File: src/rtl/line_track_pkg.sv
// Shared widths, image defaults and FSM state encoding
// for the line centroid tracker.
package line_track_pkg;

    localparam int IMG_W_DEF  = 320;
    localparam int IMG_H_DEF  = 240;
    localparam int ADDR_W     = 17;
    localparam int COL_W      = 9;
    localparam int ROW_W      = 8;
    localparam int SUM_W      = 23;
    localparam int CNT_W      = 15;
    localparam int CEN_W      = 9;
    localparam int DIV_CYCLES = 23;
    localparam int DIV_CNT_W  = 5;

    typedef enum logic [2:0] {
        ST_IDLE,
        ST_LOAD,
        ST_DIV,
        ST_STORE,
        ST_DONE
    } lt_state_e;

endpackage

File: src/rtl/line_track_divider.sv
// Restoring divider, one quotient bit per cycle, fixed DIV_CYCLES latency.
// done_o flags the final iteration; quotient_o is final the following cycle.
module line_track_divider
    import line_track_pkg::*;
(
    input  logic             clk,
    input  logic             rst_n,
    input  logic             start_i,
    input  logic [SUM_W-1:0] dividend_i,
    input  logic [SUM_W-1:0] divisor_i,
    output logic             done_o,
    output logic [CEN_W-1:0] quotient_o
);

    logic [SUM_W-1:0]     quo_q, quo_d;
    logic [SUM_W-1:0]     rem_q, rem_d;
    logic [SUM_W-1:0]     den_q;
    logic [DIV_CNT_W-1:0] cnt_q;
    logic                 run_q;
    logic [SUM_W:0]       shl;

    always_comb begin
        shl = {rem_q, quo_q[SUM_W-1]};
        if (shl >= {1'b0, den_q}) begin
            rem_d = SUM_W'(shl - {1'b0, den_q});
            quo_d = {quo_q[SUM_W-2:0], 1'b1};
        end else begin
            rem_d = shl[SUM_W-1:0];
            quo_d = {quo_q[SUM_W-2:0], 1'b0};
        end
    end

    always_ff @(posedge clk or negedge rst_n) begin
        if (!rst_n) begin
            quo_q <= '0;
            rem_q <= '0;
            den_q <= '0;
            cnt_q <= '0;
            run_q <= 1'b0;
        end else if (start_i) begin
            quo_q <= dividend_i;
            rem_q <= '0;
            den_q <= divisor_i;
            cnt_q <= DIV_CNT_W'(DIV_CYCLES);
            run_q <= 1'b1;
        end else if (run_q) begin
            quo_q <= quo_d;
            rem_q <= rem_d;
            cnt_q <= cnt_q - DIV_CNT_W'(1);
            if (cnt_q == DIV_CNT_W'(1)) begin
                run_q <= 1'b0;
            end
        end
    end

    assign done_o = run_q && (cnt_q == DIV_CNT_W'(1));

    // Centroid is a column index, so only the low bits are meaningful
    assign quotient_o = quo_q[CEN_W-1:0];

endmodule

File: src/rtl/line_centroid_tracker.sv
// Per-band x centroid of thresholded line pixels, divided after each frame.
// Define LINE_TRACK_MINCOUNT_EN to require MIN_PIXELS hits for a valid band.
module line_centroid_tracker
    import line_track_pkg::*;
#(
    parameter int IMG_W      = IMG_W_DEF,
    parameter int IMG_H      = IMG_H_DEF,
    parameter int BANDS      = 4,
    parameter int MIN_PIXELS = 16
) (
    input  logic                   cam_pclk,
    input  logic                   nreset,
    input  logic                   pix_valid,
    input  logic                   pix_bit,
    input  logic [ADDR_W-1:0]      pix_addr,
    input  logic                   frame_done,
    output logic [BANDS*CEN_W-1:0] centroid_x,
    output logic [BANDS-1:0]       band_valid,
    output logic                   result_valid,
    output logic                   busy,
    output logic                   overrun
);

    localparam int BAND_H = IMG_H / BANDS;
    localparam int BW     = (BANDS > 1) ? $clog2(BANDS) : 1;

    logic [COL_W-1:0]       col_q, col_d, col_eff;
    logic [ROW_W-1:0]       row_q, row_d, row_eff;
    logic [SUM_W-1:0]       sum_q      [BANDS];
    logic [SUM_W-1:0]       sum_d      [BANDS];
    logic [SUM_W-1:0]       snap_sum_q [BANDS];
    logic [CNT_W-1:0]       cnt_q      [BANDS];
    logic [CNT_W-1:0]       cnt_d      [BANDS];
    logic [CNT_W-1:0]       snap_cnt_q [BANDS];
    logic [CEN_W-1:0]       cen_q      [BANDS];
    logic [CEN_W-1:0]       cen_d      [BANDS];
    logic [BANDS-1:0]       vld_q, vld_d;
    lt_state_e              state_q, state_d;
    logic [BW-1:0]          band_q, band_d;
    logic [BANDS*CEN_W-1:0] cx_q;
    logic [BANDS-1:0]       bv_q;
    logic                   rv_q, ov_q;
    logic                   busy_w, take, drop, hit;
    logic                   div_start, div_done;
    logic [CEN_W-1:0]       div_quo;

    assign busy_w = (state_q != ST_IDLE);
    assign take   = frame_done && !busy_w;
    assign drop   = frame_done && busy_w;

    // Address zero re-anchors the raster so a lost strobe cannot skew a frame
    always_comb begin
        col_eff = (pix_addr == '0) ? '0 : col_q;
        row_eff = (pix_addr == '0) ? '0 : row_q;
        col_d   = col_q;
        row_d   = row_q;
        if (pix_valid) begin
            if (col_eff == COL_W'(IMG_W - 1)) begin
                col_d = '0;
                row_d = row_eff + ROW_W'(1);
            end else begin
                col_d = col_eff + COL_W'(1);
                row_d = row_eff;
            end
        end
        hit = pix_valid && pix_bit && (int'(row_eff) < IMG_H);
        for (int b = 0; b < BANDS; b++) begin
            sum_d[b] = sum_q[b];
            cnt_d[b] = cnt_q[b];
            if (hit && int'(row_eff) >= b * BAND_H
                    && int'(row_eff) < (b + 1) * BAND_H) begin
                sum_d[b] = sum_q[b] + SUM_W'(col_eff);
                cnt_d[b] = cnt_q[b] + CNT_W'(1);
            end
        end
    end

    always_ff @(posedge cam_pclk or negedge nreset) begin
        if (!nreset) begin
            col_q <= '0;
            row_q <= '0;
            for (int b = 0; b < BANDS; b++) begin
                sum_q[b]      <= '0;
                cnt_q[b]      <= '0;
                snap_sum_q[b] <= '0;
                snap_cnt_q[b] <= '0;
            end
        end else if (frame_done) begin
            col_q <= '0;
            row_q <= '0;
            for (int b = 0; b < BANDS; b++) begin
                sum_q[b] <= '0;
                cnt_q[b] <= '0;
                if (take) begin
                    snap_sum_q[b] <= sum_d[b];
                    snap_cnt_q[b] <= cnt_d[b];
                end
            end
        end else begin
            col_q <= col_d;
            row_q <= row_d;
            for (int b = 0; b < BANDS; b++) begin
                sum_q[b] <= sum_d[b];
                cnt_q[b] <= cnt_d[b];
            end
        end
    end

    line_track_divider u_div (
        .clk        (cam_pclk),
        .rst_n      (nreset),
        .start_i    (div_start),
        .dividend_i (snap_sum_q[band_q]),
        .divisor_i  (SUM_W'(snap_cnt_q[band_q])),
        .done_o     (div_done),
        .quotient_o (div_quo)
    );

    always_comb begin
        state_d   = state_q;
        band_d    = band_q;
        div_start = 1'b0;
        vld_d     = vld_q;
        for (int b = 0; b < BANDS; b++) begin
            cen_d[b] = cen_q[b];
        end
        unique case (state_q)
            ST_IDLE: begin
                if (take) begin
                    state_d = ST_LOAD;
                    band_d  = '0;
                end
            end
            ST_LOAD: begin
                div_start = 1'b1;
                state_d   = ST_DIV;
            end
            ST_DIV: begin
                if (div_done) begin
                    state_d = ST_STORE;
                end
            end
            ST_STORE: begin
                cen_d[band_q] = (snap_cnt_q[band_q] == '0) ? '0 : div_quo;
`ifdef LINE_TRACK_MINCOUNT_EN
                vld_d[band_q] = int'(snap_cnt_q[band_q]) >= MIN_PIXELS;
`else
                vld_d[band_q] = snap_cnt_q[band_q] != '0;
`endif
                if (band_q == BW'(BANDS - 1)) begin
                    state_d = ST_DONE;
                end else begin
                    band_d  = band_q + BW'(1);
                    state_d = ST_LOAD;
                end
            end
            ST_DONE: begin
                state_d = ST_IDLE;
            end
            default: begin
                state_d = ST_IDLE;
            end
        endcase
    end

    always_ff @(posedge cam_pclk or negedge nreset) begin
        if (!nreset) begin
            state_q <= ST_IDLE;
            band_q  <= '0;
            vld_q   <= '0;
            cx_q    <= '0;
            bv_q    <= '0;
            rv_q    <= 1'b0;
            ov_q    <= 1'b0;
            for (int b = 0; b < BANDS; b++) begin
                cen_q[b] <= '0;
            end
        end else begin
            state_q <= state_d;
            band_q  <= band_d;
            vld_q   <= vld_d;
            rv_q    <= (state_d == ST_DONE);
            ov_q    <= drop;
            for (int b = 0; b < BANDS; b++) begin
                cen_q[b] <= cen_d[b];
            end
            // Publish all bands together as the sequence enters DONE
            if (state_q == ST_STORE && state_d == ST_DONE) begin
                for (int b = 0; b < BANDS; b++) begin
                    cx_q[b*CEN_W +: CEN_W] <= cen_d[b];
                end
                bv_q <= vld_d;
            end
        end
    end

    assign centroid_x   = cx_q;
    assign band_valid   = bv_q;
    assign result_valid = rv_q;
    assign busy         = busy_w;
    assign overrun      = ov_q;

endmodule

File: config.mk
export PLATFORM = sky130hd
export DESIGN_NAME = line_centroid_tracker
export DESIGN_NICKNAME = d
export VERILOG_FILES = /design/src/rtl/line_track_pkg.sv /design/src/rtl/line_track_divider.sv /design/src/rtl/line_centroid_tracker.sv
export SDC_FILE = /design/constraint.sdc
export NUM_CORES = 1
export LEC_CHECK = 0
export CORE_AREA = 2 2 363 221
export DETAILED_ROUTE_END_ITERATION = 8
export DIE_AREA = 0 0 365 223
export GPL_TIMING_DRIVEN = 0
export PLACE_DENSITY_LB_ADDON = 0.08
export SYNTH_ARGS = -nofsm -noshare
export SYNTH_HDL_FRONTEND = slang
export SYNTH_SLANG_ARGS = --single-unit
File: constraint.sdc
create_clock -name cam_pclk -period 4.5 [get_ports cam_pclk]
set_clock_uncertainty 0.15 [all_clocks]
set_input_delay 0.675 -clock cam_pclk [delete_from_list [all_inputs] [get_ports cam_pclk]]
set_output_delay 0.675 -clock cam_pclk [all_outputs]
set_load 0.05 [all_outputs]
==> results of run 1 <==
layer usage:
metal  GRT usage  vias to the layer above  wire [um]  part of all wire
met4     0.04009                        2       1226             0.015
met1      0.3353                     9467      43310              0.53
met2      0.2453                      539      29010              0.36
met3     0.06305                       84       7506             0.093
li1            -                     8748          -                 -
met5           0                        -         20           0.00025
registers in the layout, indices dropped and copies added (netlist names):
signal        count
band_valid        4
u_div.rem_q      23
cnt_q            60
u_div.cnt_q       5
row_q             8
u_div.den_q      15
state_q           3
overrun           1
snap_cnt_q       60
snap_sum_q       92
u_div.quo_q      23
vld_q             3
result_valid      1
centroid_x       36
sum_q            92
cen_q            27
u_div.run_q       1
col_q             9
band_q            2
power by group:
group | switching, mW | total [mW] | internal (mW) | leakage, nW
registers | 0.303 | 4.93 | 4.62 | 6.39
clock network | 1.91 | 4.63 | 2.72 | 0.901
logic | 2.34 | 3.54 | 1.20 | 4.65
total | 4.55 | 13.1 | 8.54 | 11.9
repair_timing:
action,in CTS,in global routing
buffers inserted,6,6
pin swaps,9,12
gates resized for setup,42,26
setup endpoints to repair,147,117
endpoints found under the hold margin,59,0
hold buffers,1,0
through the flow:
stage / cell area, sq um / util / setup slack (ns) / hold WS (ns) / std cells
final: 27740 / 0.3535 / 0.2000 / 0.3235 / 3696
after global routing: 27730 / 0.3534 / 0.02769 / 0.3432 / 3693
after CTS: 27600 / 0.3517 / 0.01135 / 0.3271 / 3688
after detailed placement: 25470 / 0.3246 / -1.654 / 0.3117 / 3589
after global placement: 25290 / 0.3223 / -19.41 / 0.3088 / 3581
after floorplan: 23330 / - / 0.07413 / 0.2294 / 2452
final cells by class:
cell class / instances / area (sq um)
clock inverter: 22 / 339.1
buffer: 138 / 566.8
multi-input combinational: 1782 / 11200
tap: 1066 / 1334
antenna: 3 / 7.507
timing repair buffer: 84 / 913.4
inverter: 66 / 250.2
sequential: 465 / 11640
clock buffer: 70 / 1486
fill: 8067 / 50740
critical path: stages:
cell and delay (ns):
clkdlybuf4s50_1 0.51, nor4_4 0.07, and2_1 0.15, buf_4 0.17, nand2_8 0.09, clkbuf_8 0.17, nand2_1 0.11, inv_4 0.13
ha_2 0.21, inv_1 0.05, fa_2 0.38, a21oi_2 0.16, maj3_2 0.31, a21oi_4 0.09, o31ai_4 0.31, a311oi_2 0.15
or3_4 0.42, buf_4 0.20, a31oi_1 0.18, nand3_1 0.10
placed cells by master, fill, tap and decap left out, types with 58 or more instances in the layout:
master | synthesis | layout
nand3_1 | 58 | 58
dfrtp_1 | 465 | 465
o21ai_0 | 258 | 256
clkbuf_1 | 119 | 119
nor2_1 | 266 | 265
xnor2_1 | 80 | 80
inv_1 | 63 | 61
clkdlybuf4s50_1 | 0 | 62
nand2_1 | 450 | 448
xor2_1 | 91 | 88
final timing paths:
| check | depth (start not counted) | from | end | slack, ns |
|---|---|---|---|---|
| worst min-delay path | 2 | centroid_x[6]$_DFFE_PN0P_ | centroid_x[6]$_DFFE_PN0P_ | 0.32 |
| worst max-delay path | 20 | pix_addr[5] | snap_sum_q[37]$_DFFE_PN0P_ | 0.20 |
| worst min register to register | 2 | centroid_x[6]$_DFFE_PN0P_ | centroid_x[6]$_DFFE_PN0P_ | 0.32 |
| worst max register to register | 11 | u_div.den_q[2]$_DFFE_PN0P_ | u_div.rem_q[8]$_DFFE_PN0P_ | 0.64 |
| max in group asynchronous | 4 | nreset | u_div.rem_q[14]$_DFFE_PN0P_ | 2.26 |
| min in group asynchronous | 2 | nreset | row_q[3]$_DFFE_PN0P_ | 0.43 |
logic make-up after synthesis:
group	after synthesis	share of synthesized area
flip-flops	465	0.4989
multiplexers	89	0.05906
AO/OA/AOI/OAI	483	0.1266
adder cells (fa/ha/maj)	60	0.03315
AND/OR/NAND/NOR	979	0.1839
buffers and inverters	205	0.03417
XOR/XNOR	171	0.06421
==> results by group, run 1 <==
Clock network
  – TritonCTS Buffers: 50
  – H-tree depth: 2
  – CTS tree: built
  – Clock Sink Count: 465
  – Clock latency on the worst-skew pair: between 0.6 and 0.7 ns
  – Maximum number of buffers from clock root to sink: 3
  – Clk pin slew, worst setup/hold paths: around 0.070 ns
  – CTS root buffer: clkbuf_16

GRT
  – Largest net degree at the start of global routing: around 120
  – Number of global-route vias before repair: 18616
  – Initial antenna violation count: 12
  – Overall track demand over capacity in global routing: 0.2023
  – First-pass GRT wire length: around 120000 um
  – Remaining global-route overflow: 0

Final layout
  – Share of cells above drive strength 1: 0.09402
  – Synth-to-Final Area Change: 18.92%
  – Nets: 2662

Yosys
  – Main flop type after synthesis: dfrtp_1
  – Synthesized netlist net count: ~2500
  – Synth top cells by count: 465 x dfrtp_1, 450 x nand2_1, 266 x nor2_1
  – Synth area leaders: dfrtp_1 50%, nand2_1 7.2%, o21ai_0 5.5%
  – Summed instance area of the synthesized netlist: around 23000 sq um
  – Fraction of synthesis flops using an asynchronous set or reset pin: 1.000
  – Synthesized flop and latch total: roughly 470
  – Number of cells produced by synthesis: 2452
  – Post-synthesis sequential area ratio: 0.4989
  – Avg Synthesized Cell Area: 9.513 sq um
  – Share of the synthesized area in the top cell type: 0.4989
  – Post-synth EDFFs: 0
  – Most repeated cell in the gate-level netlist after synthesis: dfrtp_1
  – Yosys warns: 0
  – Post-synthesis cell type with the largest combined area: dfrtp_1
  – Count of cell types in the netlist: 92

Critical path
  – Data required time of the critical path: 4.86 ns
  – Startpoint type of the worst setup path: input pin
  – Element type at the critical path end: register
  – Critical path fanouts, max: 10
  – Classification of the worst setup path: input pin to register
  – Data arrival time of the critical path: 4.66 ns

Detailed routing
  – Remaining routing DRC violations: 0
  – Routed length per instance: 21.94 um
  – Vias post-DR: 18840
  – Residual antenna-violating net count after detailed routing: 0
  – DRT iter0 DRCs: ~1700
  – Vias per Instance: 5.097
  – Total wirelength of the detailed-routed design: roughly 81000 um
  – Number of detailed-route iterations in the first pass: 6

Power and ir drop
  – Total power: around 13 mW
  – Power Dens Cells: 472.1 nW/um^2
  – Static Leak: 11.94 nW
  – Maximum vdd ir drop: 293.9 uV

Timing
  – Peak clock frequency supported by timing: ~0.23 GHz
  – Post-route clock period utilization: 0.9555
  – Max-slew violation count: 0
  – Post-route setup TNS: 0 ns
  – Worst max-slew margin expressed relative to the limit: 0.2181
  – Final Hold Violating Endpoints: 0
  – Slew at the pin closest to its max-slew limit: 1.173 ns
  – Clock period minus worst slack: around 4.3 ns
  – RSZ-0062 raised after global routing: false
  – Final Setup Violations: 0

Die
  – Initial cell density of the core: 0.2972
  – X dimension of the die: 365 um
  – Vertical die dimension: 223 um
  – Core Region: 78480 sq um
  – Die area: 81400 sq um
  – I/O pin total: 65
  – Floorplan row count: 80

Hold path
  – Hold crit path type: register to register

Outcome
  – Outcome: finished clean

Placed design
  – Input/output buffers: 63
  – GPL Wtd Cong: 0.8599
  – Dpl hpwl: about 61000 um

Job
  – Maximum capacitance violations: 0
Power figures use the tool's default switching activity.
==> run 2, diff against run 1 <==
--- a/config.mk
+++ b/config.mk
@@ -6,6 +6,7 @@
 export NUM_CORES = 1
 export LEC_CHECK = 0
 export CORE_AREA = 2 2 363 221
+export CTS_BUF_LIST = sky130_fd_sc_hd__clkbuf_2 sky130_fd_sc_hd__clkbuf_4 sky130_fd_sc_hd__clkbuf_8
 export DETAILED_ROUTE_END_ITERATION = 8
 export DIE_AREA = 0 0 365 223
 export GPL_TIMING_DRIVEN = 0
==> results by group, run 2 (synthesized netlist as in run 1, its figures left out) <==
Die
  – Initial cell density of the core: 0.2972 (unchanged)
  – Floorplan row count: 80 (unchanged)
  – I/O pin total: 65 (unchanged)
  – Core Region: 78480 sq um (unchanged)
  – Vertical die dimension: 223 um (unchanged)
  – X dimension of the die: 365 um (unchanged)
  – Die area: 81400 sq um (unchanged)

GRT
  – First-pass GRT wire length: 123100 um (+0.46%)
  – Number of global-route vias before repair: 18816 (+1.1%)
  – Largest net degree at the start of global routing: 117 (unchanged)
  – Overall track demand over capacity in global routing: 0.2046 (+0.002394)
  – Initial antenna violation count: 10 (-2)
  – Remaining global-route overflow: 0 (unchanged)

Timing
  – Peak clock frequency supported by timing: 0.2290 GHz (-1.5%)
  – Slew at the pin closest to its max-slew limit: 1.158 ns (-0.01500 ns)
  – Post-route setup TNS: 0 ns (unchanged)
  – Final Setup Violations: 0 (unchanged)
  – Max-slew violation count: 0 (unchanged)
  – Post-route clock period utilization: 0.9703 (+0.01474)
  – Worst max-slew margin expressed relative to the limit: 0.2281 (+0.009998)
  – Final Worst Setup Slack: 0.1337 ns (-0.06632 ns)
  – Final hold slack: 0.3210 ns (-0.002425 ns)
  – Clock period minus worst slack: 4.366 ns (+0.06632 ns)
  – Final Hold Violating Endpoints: 0 (unchanged)

Final layout
  – Synth-to-Final Area Change: 18.65%
  – Filler cells: 8104 (+0.46%)
  – Regs by FF count: snap_sum_q (92), sum_q (92)
  – Share of cells above drive strength 1: 0.1093 (+0.01530)
  – Commonest non-fill, non-tap cells in the layout: 465 x dfrtp_1, 448 x nand2_1, 265 x nor2_1
  – Layout Cell Area excl Fill: 27670 sq um (-0.23%)
  – Final non-filler cell total: 3738 (+1.1%)
  – Leading cell type in the layout, fill and taps excluded: dfrtp_1
  – Footprint of the multi-input gates: 11220 sq um (+0.17%)
  – Register area: 11640 sq um (unchanged)
  – Final core utilization: 0.3526 (-0.0008130)
  – Nets: 2693 (+1.2%)

Placed design
  – Area of placed instances: 25470 sq um (unchanged)
  – GPL Wtd Cong: 0.8599 (unchanged)
  – Dpl hpwl: 60930 um (unchanged)
  – Input/output buffers: 63 (unchanged)
  – Pre-CTS setup slack: -1.654 ns (unchanged)
  – Cells after DPL: 3589 (unchanged)

Detailed routing
  – Number of detailed-route iterations in the first pass: 5 (-1)
  – Vias per Instance: 5.077 (-0.40%)
  – Residual antenna-violating net count after detailed routing: 0 (unchanged)
  – DRT iter0 DRCs: 1521 (-9.8%)
  – Remaining routing DRC violations: 0 (unchanged)
  – Routed length per instance: 21.84 um (-0.45%)
  – Vias post-DR: 18977 (+0.73%)
  – Total wirelength of the detailed-routed design: 81630 um (+0.68%)

Critical path
  – CP max stage cell: clkbuf_1
  – Critical path buffers and inverters: 6 (unchanged)
  – Data required time of the critical path: 4.94 ns (+0.08 ns)
  – Worst-path cell chain: clkdlybuf4s50_1 -> nor4_2 -> and3_1 -> buf_4 -> buf_6 -> a2111oi_2 -> buf_2 -> clkbuf_1 -> clkbuf_1 -> nand2_1 -> xnor2_1 -> o21ai_0
  – Critical path fanouts, max: 10 (unchanged)
  – Most repeated library cell on the critical path: clkbuf_1
  – Data arrival time of the critical path: 4.81 ns (+0.15 ns)
  – Element type at the critical path end: register
  – Classification of the worst setup path: input pin to register
  – Max stage delay on crit path: 0.72 ns (+0.21 ns)
  – Startpoint type of the worst setup path: input pin
  – CP top delay family: buffers and inverters

Clock network
  – Clock latency on the worst-skew pair: 0.74 ns (+0.11 ns)
  – H-tree depth: 3 (+1)
  – Clock Sink Count: 465 (unchanged)
  – Maximum number of buffers from clock root to sink: 3 (unchanged)
  – TritonCTS Buffers: 80 (+60%)
  – CTS tree: built
  – Clk pin slew, worst setup/hold paths: 0.06 ns (about the same)
  – CTS root buffer: clkbuf_8

Power and ir drop
  – Cell Int Power: 8.210 mW (-3.9%)
  – Combinational cell fraction of total power: 0.278 (+0.008)
  – Maximum vdd ir drop: 174.9 uV (-40%)
  – Sequential power share: 0.386 (+0.010)
  – Relative contribution of the clock network to total power: 0.336 (-0.018)
  – Power Dens Cells: 461.9 nW/um^2 (-2.2%)
  – Switching power as a share of total power: 0.3577 (+0.01016)
  – P_sw: 4.572 mW (+0.46%)
  – Static Leak: 11.96 nW (+0.14%)
  – Total power: 12.78 mW (-2.4%)

Outcome
  – Outcome: finished clean

Hold path
  – Hold crit path type: input pin to asynchronous set/reset pin

Job
  – Maximum capacitance violations: 0 (unchanged)
==> run 2: cell count changes in the layout (fill, tap and decap cells not counted), sizes merged <==
cell / change
bufinv: -2
clkinv: -2
clkbuf: +43
clkinvlp: +1
diode: -2
inv: +2
buf: +2
==> run 2: area by class of cell <==
class                   count  share of cell area
flip-flops and latches    465              0.4205
clock buffers             114             0.05263
multi-input cells        1782              0.4056
inverters                  66            0.009178
plain buffers             139             0.02075
diodes                      1          0.00009042
well taps                1066             0.04820
repair buffers             84             0.03314
clock inverters            21            0.009992
==> run 2: final timing paths <==
path	endpoint	slack [ns]	startpoint	cells after the start
max	snap_sum_q[50]$_DFFE_PN0P_	0.13	pix_addr[13]	12
min	row_q[3]$_DFFE_PN0P_	0.32	nreset	2
max reg2reg	snap_sum_q[50]$_DFFE_PN0P_	0.34	row_q[4]$_DFFE_PN0P_	9
min reg2reg	centroid_x[5]$_DFFE_PN0P_	0.32	centroid_x[5]$_DFFE_PN0P_	2
max in group asynchronous	u_div.rem_q[18]$_DFFE_PN0P_	2.35	nreset	4
min in group cam_pclk	centroid_x[5]$_DFFE_PN0P_	0.32	centroid_x[5]$_DFFE_PN0P_	2
==> run 2: timing repair <==
| item | CTS | global route |
|---|---|---|
| endpoints found under the setup margin | 138 | 126 |
| gates resized for setup | 34 | 33 |
| cloned | 0 | 0 |
| hold endpoints to repair | 59 | 0 |
| buffers inserted | 5 | 7 |
| hold buffers | 1 | 0 |
| pin swaps | 6 | 16 |
==> run 2: power groups by stage <==
stage	Combinational, mW	Clock [mW]	Sequential, mW
after floorplan	2.08	0	5.16
after global placement	3.49	0	5.01
after global routing	3.93	4.64	4.98
final	3.55	4.30	4.93
after CTS	3.56	4.45	4.93
after detailed placement	3.55	0	5.00
==> run 2: layer usage <==
metal,vias to the layer above,track usage,part of all wire,routed length (um)
met4,0,0.04513,0.017,1380
li1,8802,-,-,-
met2,559,0.2438,0.36,29030
met3,100,0.07226,0.092,7520
met1,9516,0.3357,0.54,43690
met5,-,0,0,0
